<file path="src/rtl/mem_access_sequencer_if.sv">
// Request/ack and memory-control signals between requesters, sequencer and memory subsystem.
// slave: the sequencer side; master: the requester/memory side.
interface mem_access_sequencer_if #(
    parameter int unsigned ADDR_W = 9
);
    logic              fetch_req;
    logic [ADDR_W-1:0] fetch_addr;
    logic              data_req;
    logic              data_we;
    logic [ADDR_W-1:0] data_addr;
    logic              fetch_ack;
    logic              data_ack;
    logic              busy;
    logic              addr_drive;
    logic [31:0]       addr_out;
    logic              MARin;
    logic              MDRin;
    logic              read;
    logic              write;

    modport slave (
        input  fetch_req, fetch_addr, data_req, data_we, data_addr,
        output fetch_ack, data_ack, busy, addr_drive, addr_out, MARin, MDRin, read, write
    );

    modport master (
        output fetch_req, fetch_addr, data_req, data_we, data_addr,
        input  fetch_ack, data_ack, busy, addr_drive, addr_out, MARin, MDRin, read, write
    );
endinterface

</file>
<file path="src/rtl/mem_access_sequencer.sv">
// Arbitrates fetch/data requests and sequences MAR load, RAM access, MDR capture and ack.
// Define MEM_RR_ARB_EN for round-robin ties; otherwise data always beats fetch.
module mem_access_sequencer #(
    parameter int unsigned ADDR_W  = 9,
    parameter int unsigned RAM_LAT = 1
) (
    input logic                   clock,
    input logic                   clear,
    mem_access_sequencer_if.slave bus
);

    typedef enum logic [2:0] {
        StIdle,
        StAddr,
        StAccess,
        StCapture,
        StDone
    } state_e;

    state_e            state_q, state_d;
    logic [3:0]        cnt_q, cnt_d;
    logic              gnt_data_q, gnt_data_d;
    logic              gnt_we_q, gnt_we_d;
    logic [ADDR_W-1:0] gnt_addr_q, gnt_addr_d;
    logic              pick_data;

`ifdef MEM_RR_ARB_EN
    // Set when data should win the next tie; cleared at reset so fetch goes first.
    logic prio_data_q, prio_data_d;

    always_ff @(posedge clock) begin
        if (!clear) begin
            prio_data_q <= 1'b0;
        end else begin
            prio_data_q <= prio_data_d;
        end
    end

    always_comb begin
        prio_data_d = prio_data_q;
        if (state_q == StDone) begin
            prio_data_d = ~gnt_data_q;
        end
    end

    assign pick_data = bus.data_req & (~bus.fetch_req | prio_data_q);
`else
    assign pick_data = bus.data_req;
`endif

    always_ff @(posedge clock) begin
        if (!clear) begin
            state_q    <= StIdle;
            cnt_q      <= 4'd0;
            gnt_data_q <= 1'b0;
            gnt_we_q   <= 1'b0;
            gnt_addr_q <= '0;
        end else begin
            state_q    <= state_d;
            cnt_q      <= cnt_d;
            gnt_data_q <= gnt_data_d;
            gnt_we_q   <= gnt_we_d;
            gnt_addr_q <= gnt_addr_d;
        end
    end

    always_comb begin
        state_d    = state_q;
        cnt_d      = cnt_q;
        gnt_data_d = gnt_data_q;
        gnt_we_d   = gnt_we_q;
        gnt_addr_d = gnt_addr_q;
        unique case (state_q)
            StIdle: begin
                if (bus.fetch_req || bus.data_req) begin
                    gnt_data_d = pick_data;
                    gnt_we_d   = pick_data & bus.data_we;
                    gnt_addr_d = pick_data ? bus.data_addr : bus.fetch_addr;
                    state_d    = StAddr;
                end
            end
            StAddr: begin
                cnt_d   = 4'(RAM_LAT - 1);
                state_d = StAccess;
            end
            StAccess: begin
                if (cnt_q == 4'd0) begin
                    state_d = gnt_we_q ? StDone : StCapture;
                end else begin
                    cnt_d = cnt_q - 4'd1;
                end
            end
            StCapture: state_d = StDone;
            StDone:    state_d = StIdle;
            default:   state_d = StIdle;
        endcase
    end

    // Outputs are a pure decode of the registered state and grant.
    always_comb begin
        bus.busy       = (state_q != StIdle);
        bus.addr_drive = (state_q == StAddr);
        bus.MARin      = (state_q == StAddr);
        bus.addr_out   = (state_q == StAddr) ? 32'(gnt_addr_q) : 32'd0;
        bus.read       = ((state_q == StAccess) && !gnt_we_q) || (state_q == StCapture);
        bus.write      = (state_q == StAccess) && gnt_we_q;
        bus.MDRin      = (state_q == StCapture);
        bus.fetch_ack  = (state_q == StDone) && !gnt_data_q;
        bus.data_ack   = (state_q == StDone) && gnt_data_q;
    end

endmodule

</file>
<file path="src/flat_wrapper.sv">
// flat-port wrapper written by rule: the top's interface ports become plain ports
module mem_access_sequencer_flat 
#(
    parameter int unsigned ADDR_W  = 9,
    parameter int unsigned RAM_LAT = 1
)
  (clock, clear, bus_fetch_req, bus_fetch_addr, bus_data_req, bus_data_we, bus_data_addr, bus_fetch_ack, bus_data_ack, bus_busy, bus_addr_drive, bus_addr_out, bus_MARin, bus_MDRin, bus_read, bus_write);
  mem_access_sequencer_if #(.ADDR_W(ADDR_W)) bus_i ();
  input logic clock;
  input logic clear;
  input wire logic [$bits(bus_i.fetch_req)-1:0] bus_fetch_req;
  input wire logic [$bits(bus_i.fetch_addr)-1:0] bus_fetch_addr;
  input wire logic [$bits(bus_i.data_req)-1:0] bus_data_req;
  input wire logic [$bits(bus_i.data_we)-1:0] bus_data_we;
  input wire logic [$bits(bus_i.data_addr)-1:0] bus_data_addr;
  output wire logic [$bits(bus_i.fetch_ack)-1:0] bus_fetch_ack;
  output wire logic [$bits(bus_i.data_ack)-1:0] bus_data_ack;
  output wire logic [$bits(bus_i.busy)-1:0] bus_busy;
  output wire logic [$bits(bus_i.addr_drive)-1:0] bus_addr_drive;
  output wire logic [$bits(bus_i.addr_out)-1:0] bus_addr_out;
  output wire logic [$bits(bus_i.MARin)-1:0] bus_MARin;
  output wire logic [$bits(bus_i.MDRin)-1:0] bus_MDRin;
  output wire logic [$bits(bus_i.read)-1:0] bus_read;
  output wire logic [$bits(bus_i.write)-1:0] bus_write;
  assign bus_i.fetch_req = bus_fetch_req;
  assign bus_i.fetch_addr = bus_fetch_addr;
  assign bus_i.data_req = bus_data_req;
  assign bus_i.data_we = bus_data_we;
  assign bus_i.data_addr = bus_data_addr;
  assign bus_fetch_ack = bus_i.fetch_ack;
  assign bus_data_ack = bus_i.data_ack;
  assign bus_busy = bus_i.busy;
  assign bus_addr_drive = bus_i.addr_drive;
  assign bus_addr_out = bus_i.addr_out;
  assign bus_MARin = bus_i.MARin;
  assign bus_MDRin = bus_i.MDRin;
  assign bus_read = bus_i.read;
  assign bus_write = bus_i.write;
  mem_access_sequencer #(.ADDR_W(ADDR_W), .RAM_LAT(RAM_LAT)) u_core (.clock(clock), .clear(clear), .bus(bus_i));
endmodule
</file>
<file path="config.mk">
export PLATFORM = sky130hd
export DESIGN_NAME = mem_access_sequencer_flat
export DESIGN_NICKNAME = d
export VERILOG_FILES = /design/src/rtl/mem_access_sequencer_if.sv /design/src/rtl/mem_access_sequencer.sv /design/src/flat_wrapper.sv
export SDC_FILE = /design/constraint.sdc
export NUM_CORES = 1
export LEC_CHECK = 0
export ABC_CLOCK_PERIOD_IN_PS = 4600
export CAP_MARGIN = 15
export CORE_ASPECT_RATIO = 1.4
export CORE_UTILIZATION = 41
export CTS_BUF_LIST = sky130_fd_sc_hd__clkbuf_4 sky130_fd_sc_hd__clkbuf_8 sky130_fd_sc_hd__clkbuf_16
export DETAILED_ROUTE_END_ITERATION = 8
export MAX_ROUTING_LAYER = met4
export PLACE_DENSITY = 0.84
export SYNTH_ARGS = -nofsm -noshare
export SYNTH_HDL_FRONTEND = slang
export SYNTH_SLANG_ARGS = --single-unit
</file>
<file path="constraint.sdc">
create_clock -name clock -period 4.6 [get_ports clock]
set_input_delay 0.46 -clock clock [delete_from_list [all_inputs] [get_ports clock]]
set_output_delay 0.46 -clock clock [all_outputs]
set_load 0.02 [all_outputs]
</file>
Word-level counts from Yosys, hierarchy flattened
Index checks and enable logic that the tools add are counted.

cells by class
  $add $sub $neg = 1
  equal/unequal tests = 7
  mux-type cells = 8
  bitwise logic cells = 1
  reductions and logical operators = 15

operators by type and width
  kind                 number
  $mux 9               2
  $pmux 3 s4           1
  $mux 3               3
  $pmux 4 s2           1
  $eq 3x2->1 const B   2
  $reduce_and 2->1     3
  $logic_and 1x1->1    4
  $logic_not 4->1      1
  $mux 4               1
  $ne 2x1->1 const B   2
  $sub 4x1->4 const B  1
  $eq 3x1->1 const B   1
  $eq 3x3->1 const B   1
  $logic_not 3->1      1
  $reduce_bool 3->1    1
  $logic_not 1->1      2
  $logic_or 1x1->1     2
  $ne 2x2->1 const B   1
  $reduce_bool 2->1    1
  $and 1x1->1          1

word-level totals
  register bits = 18
  bits of input ports = 23
  output and inout bits = 40
  word-level logic and storage cells = 37

Depth between registers and ports, before layout
  word-level depth = 3
  mapped depth = 5
  mapped depth without buffers = 5

Worst setup path before layout
No wires, ideal clock.

  path kind = register -> output
  start = register u_core.state_q[0]
  end = output bus_addr_out[0]
  arrival = 1.450 ns
  data required time = 4.140 ns
  setup slack = 2.690 ns
  stages on the path, launching flop included = 5
  path buffers = 1
  path through = dfxtp_1 -> or3b_2 -> inv_1 -> buf_2 -> and2_1

between the ends
  word-level cells in the longest chain between the ends = 2

RTL lines
  what                      line                         text
  start: declaration        mem_access_sequencer.sv:20   state_e state_q, state_d;
  start signal: assignment  mem_access_sequencer.sv:53   state_q <= StIdle;
  start signal: assignment  mem_access_sequencer.sv:59   state_q <= state_d;
  $eq 3x1->1                --
  named net bus_MARin       flat_wrapper.sv:21           output wire logic [$bits(bus_i.MARin)-1:0] bus_MARin;
  $mux 9                    mem_access_sequencer.sv:104  bus.addr_out = (state_q == StAddr) ? 32'(gnt_addr_q) : 32'd0;
  end: declaration          flat_wrapper.sv:20           output wire logic [$bits(bus_i.addr_out)-1:0] bus_addr_out;

The timed path passes the listed nets, and every way through them passes these cells.

Worst setup path in the final report
  start = register u_core.state_q[0]
  end = output bus_addr_out[4]

between the ends
  word-level cells in the longest chain between the ends = 2

RTL lines
  what        line
  $eq 3x1->1  mem_access_sequencer.sv:104
  $mux 9      mem_access_sequencer.sv:104

No other way between the ends.

==> results.txt <==
Syn Std Cell Area: 1151 µm²
setup bufs post-CTS: 0
#FFs+latches synth: 18
Total Neg Setup Slack: 0 ps
Hold Crit Class: reg2reg
Mapped Cells: 138
placer congestion estimate: 0.7426
Synth top area share: 0.3130
Ant. Diodes: 0
Wirelength per Cell: 11.09 µm
std cell rows: 22
clock buffer depth: 2
Clock Skew: 4.841 ps
Hold Fails Final Rpt: 0
CP startpoint kind: register
# clock sinks: 18
Max FO, Critical Path: 13
top cell type by total area after synthesis: dfxtp_1
Top Ports: 63
dpl hpwl: 1837 µm
DRC Markers: 0
area delta synth->final: 29.57%
Seq/Total Area, Yosys: 0.3130
GRT Total Usage: 0.1758
vias in the first global route: 930
CTS root buf: clkbuf_4
CTS tree: yes
Tmin final: 2773 ps
Starting Density: 0.4356
Clock Latency Late Sink: 280 ps
final setup vio count: 0
drt via density: 4.817
Synth Flop Type: dfxtp_1
Initial DRT Pass Iterations: 4
slowest stage cell, crit path: clkdlybuf4s50_1
Crit path buffers/inverters: 2
Worst EP arrival: 2310 ps
Die Footprint: 3026 µm²
outcome: complete, no violations
Max Freq: 0.3606 GHz
Die X: 46.78 µm
DIE HEIGHT: 64.70 µm
initial antenna violation count: 0
Core Region: 2643 µm²
P_leak: 0.6566 nW
ranking of synthesized cells by area: dfxtp_1 (31%), buf_4 (16%), mux2i_1 (10%)
GRT overflow: 0
CTS H-tree lvls: 1
fin area: 1491 µm²
fin. max-slew vios: 0
Max IR drop VDD: 0.0002509 V
global-route wire length before repair: 3864 µm
delay-heaviest family, CP: buffers and inverters
Post-synth EDFFs: 0
worst-case headroom to the max-slew limit: 0.5627
Inserted Clock Buffers: 3
Cell Area, Placed: 1469 µm²
Inst Count DP: 205
critical path, cell by cell: or3b_2, inv_1, and2_1, clkdlybuf4s50_1
layout cells sized above 1: 0.05814
max_cap viols: 0
syn_area_per_cell: 8.341 µm²
hold_buf cts: 0
CP Class: reg2out
Async SR Flop Fraction: 0
largest net degree at the start of global routing: 15
power density over the cells: 323.3 nW/µm²
post-layout net count: 199
Worst path max stage delay: 600 ps
post-layout util: 0.5644
post-route ant nets: 0
drt total wl: 2306 µm
Worst-path clk slew: 100 ps
worst endpoint required time: 4140 ps
number of buffers added on ports: 39
crit share post-route: 0.6029
number of library cell types mapped by synthesis: 33
Final Non-Filler Cells: 208
DR vias: 1002
Gates resized, CTS repair: 0
crit path capture type: output pin
RSZ-0062 raised after global routing: false
Worst-Margin Slew: 653.9 ps
iteration-0 DRC count of the detailed router: 25
Yosys warnings: 0
stage by stage:
step | power [mW] | setup WS [ps] | hold WS, ps
floorplan | 0.3477 | 2690 | 444.2
detailed placement | 0.4103 | 2151 | 483.3
global route | 0.5130 | 1701 | 513.1
global placement | 0.4039 | 2178 | 461.5
CTS | 0.4835 | 1822 | 496.6
finish | 0.4822 | 1827 | 495.7
area by class of cell:
class,count,area [µm²]
clock buffers,3,22.52
fillers,247,1151
inverters,9,33.78
multi-input cells,102,631.9
flip-flops and latches,18,360.3
well taps,36,45.04
repair buffers,40,397.9
cells in the final DEF (no fill, tap or decap), drive strengths merged, types with 2 or more instances in the layout:
cell type	n
or4	2
clkdlybuf4s50	39
nand2	7
a211oi	10
or3b	3
nor2	2
mux2i	12
nand3	3
and2	10
nor4	2
clkbuf	3
ha	2
conb	23
dfxtp	18
inv	9
a21oi	12
o21ai	2
power breakdown:
part	switching, mW	internal, mW	leakage [nW]
combinational	0.117	0.0920	0.495
clock	0.0449	0.0304	0.0138
sequential	0.0169	0.181	0.148
total	0.179	0.303	0.657
synthesized netlist by cell type (all sizes together), types with 3 or more instances:
cell    count
dfxtp      18
a21oi      12
nand2       7
inv         9
clkbuf      5
a211oi     10
nand3       3
mux2i      12
and2       10
buf        26
or3b        3
tightest hold or removal path, stage by stage, from the launching register on:
cell and delay (ps):
dfxtp_1 340, nand3_1 60, mux2i_1 60
cells by family after synthesis:
kind of cell / Yosys count / share of synthesized area
AO/OA/AOI/OAI: 27 / 0.1533
adder cells (fa/ha/maj): 2 / 0.02174
buffers and inverters: 40 / 0.2098
flip-flops: 18 / 0.3130
multiplexers: 12 / 0.1044
other: 1 / 0.003258
AND/OR/NAND/NOR: 38 / 0.1946
routing by layer:
layer | vias to the layer above | routed length [µm] | track usage
li1 | 498 | - | -
met1 | 456 | 889 | 0.1873
met2 | 46 | 1259 | 0.3125
met3 | 2 | 141 | 0.01671
met4 | 0 | 16 | 0.07500
met5 | - | 0 | -
flip-flops by register name, indices dropped and copies added, names as in the netlist:
signal	flops
u_core.state_q	3
u_core.gnt_addr_q	9
u_core.cnt_q	4
u_core.gnt_data_q	1
u_core.gnt_we_q	1
path summary, 6_finish.rpt:
check                                  startpoint                 to  slack [ps]  depth (start not counted)
worst min-delay path              u_core.cnt_q[0]    u_core.cnt_q[0]         500                          2
worst min register to register    u_core.cnt_q[0]    u_core.cnt_q[0]         500                          2
worst max-delay path            u_core.state_q[0]    bus_addr_out[4]        1830                          4
worst max register to register    u_core.cnt_q[0]  u_core.state_q[2]        2870                          5
No activity file was read; power rests on OpenSTA's default activity.
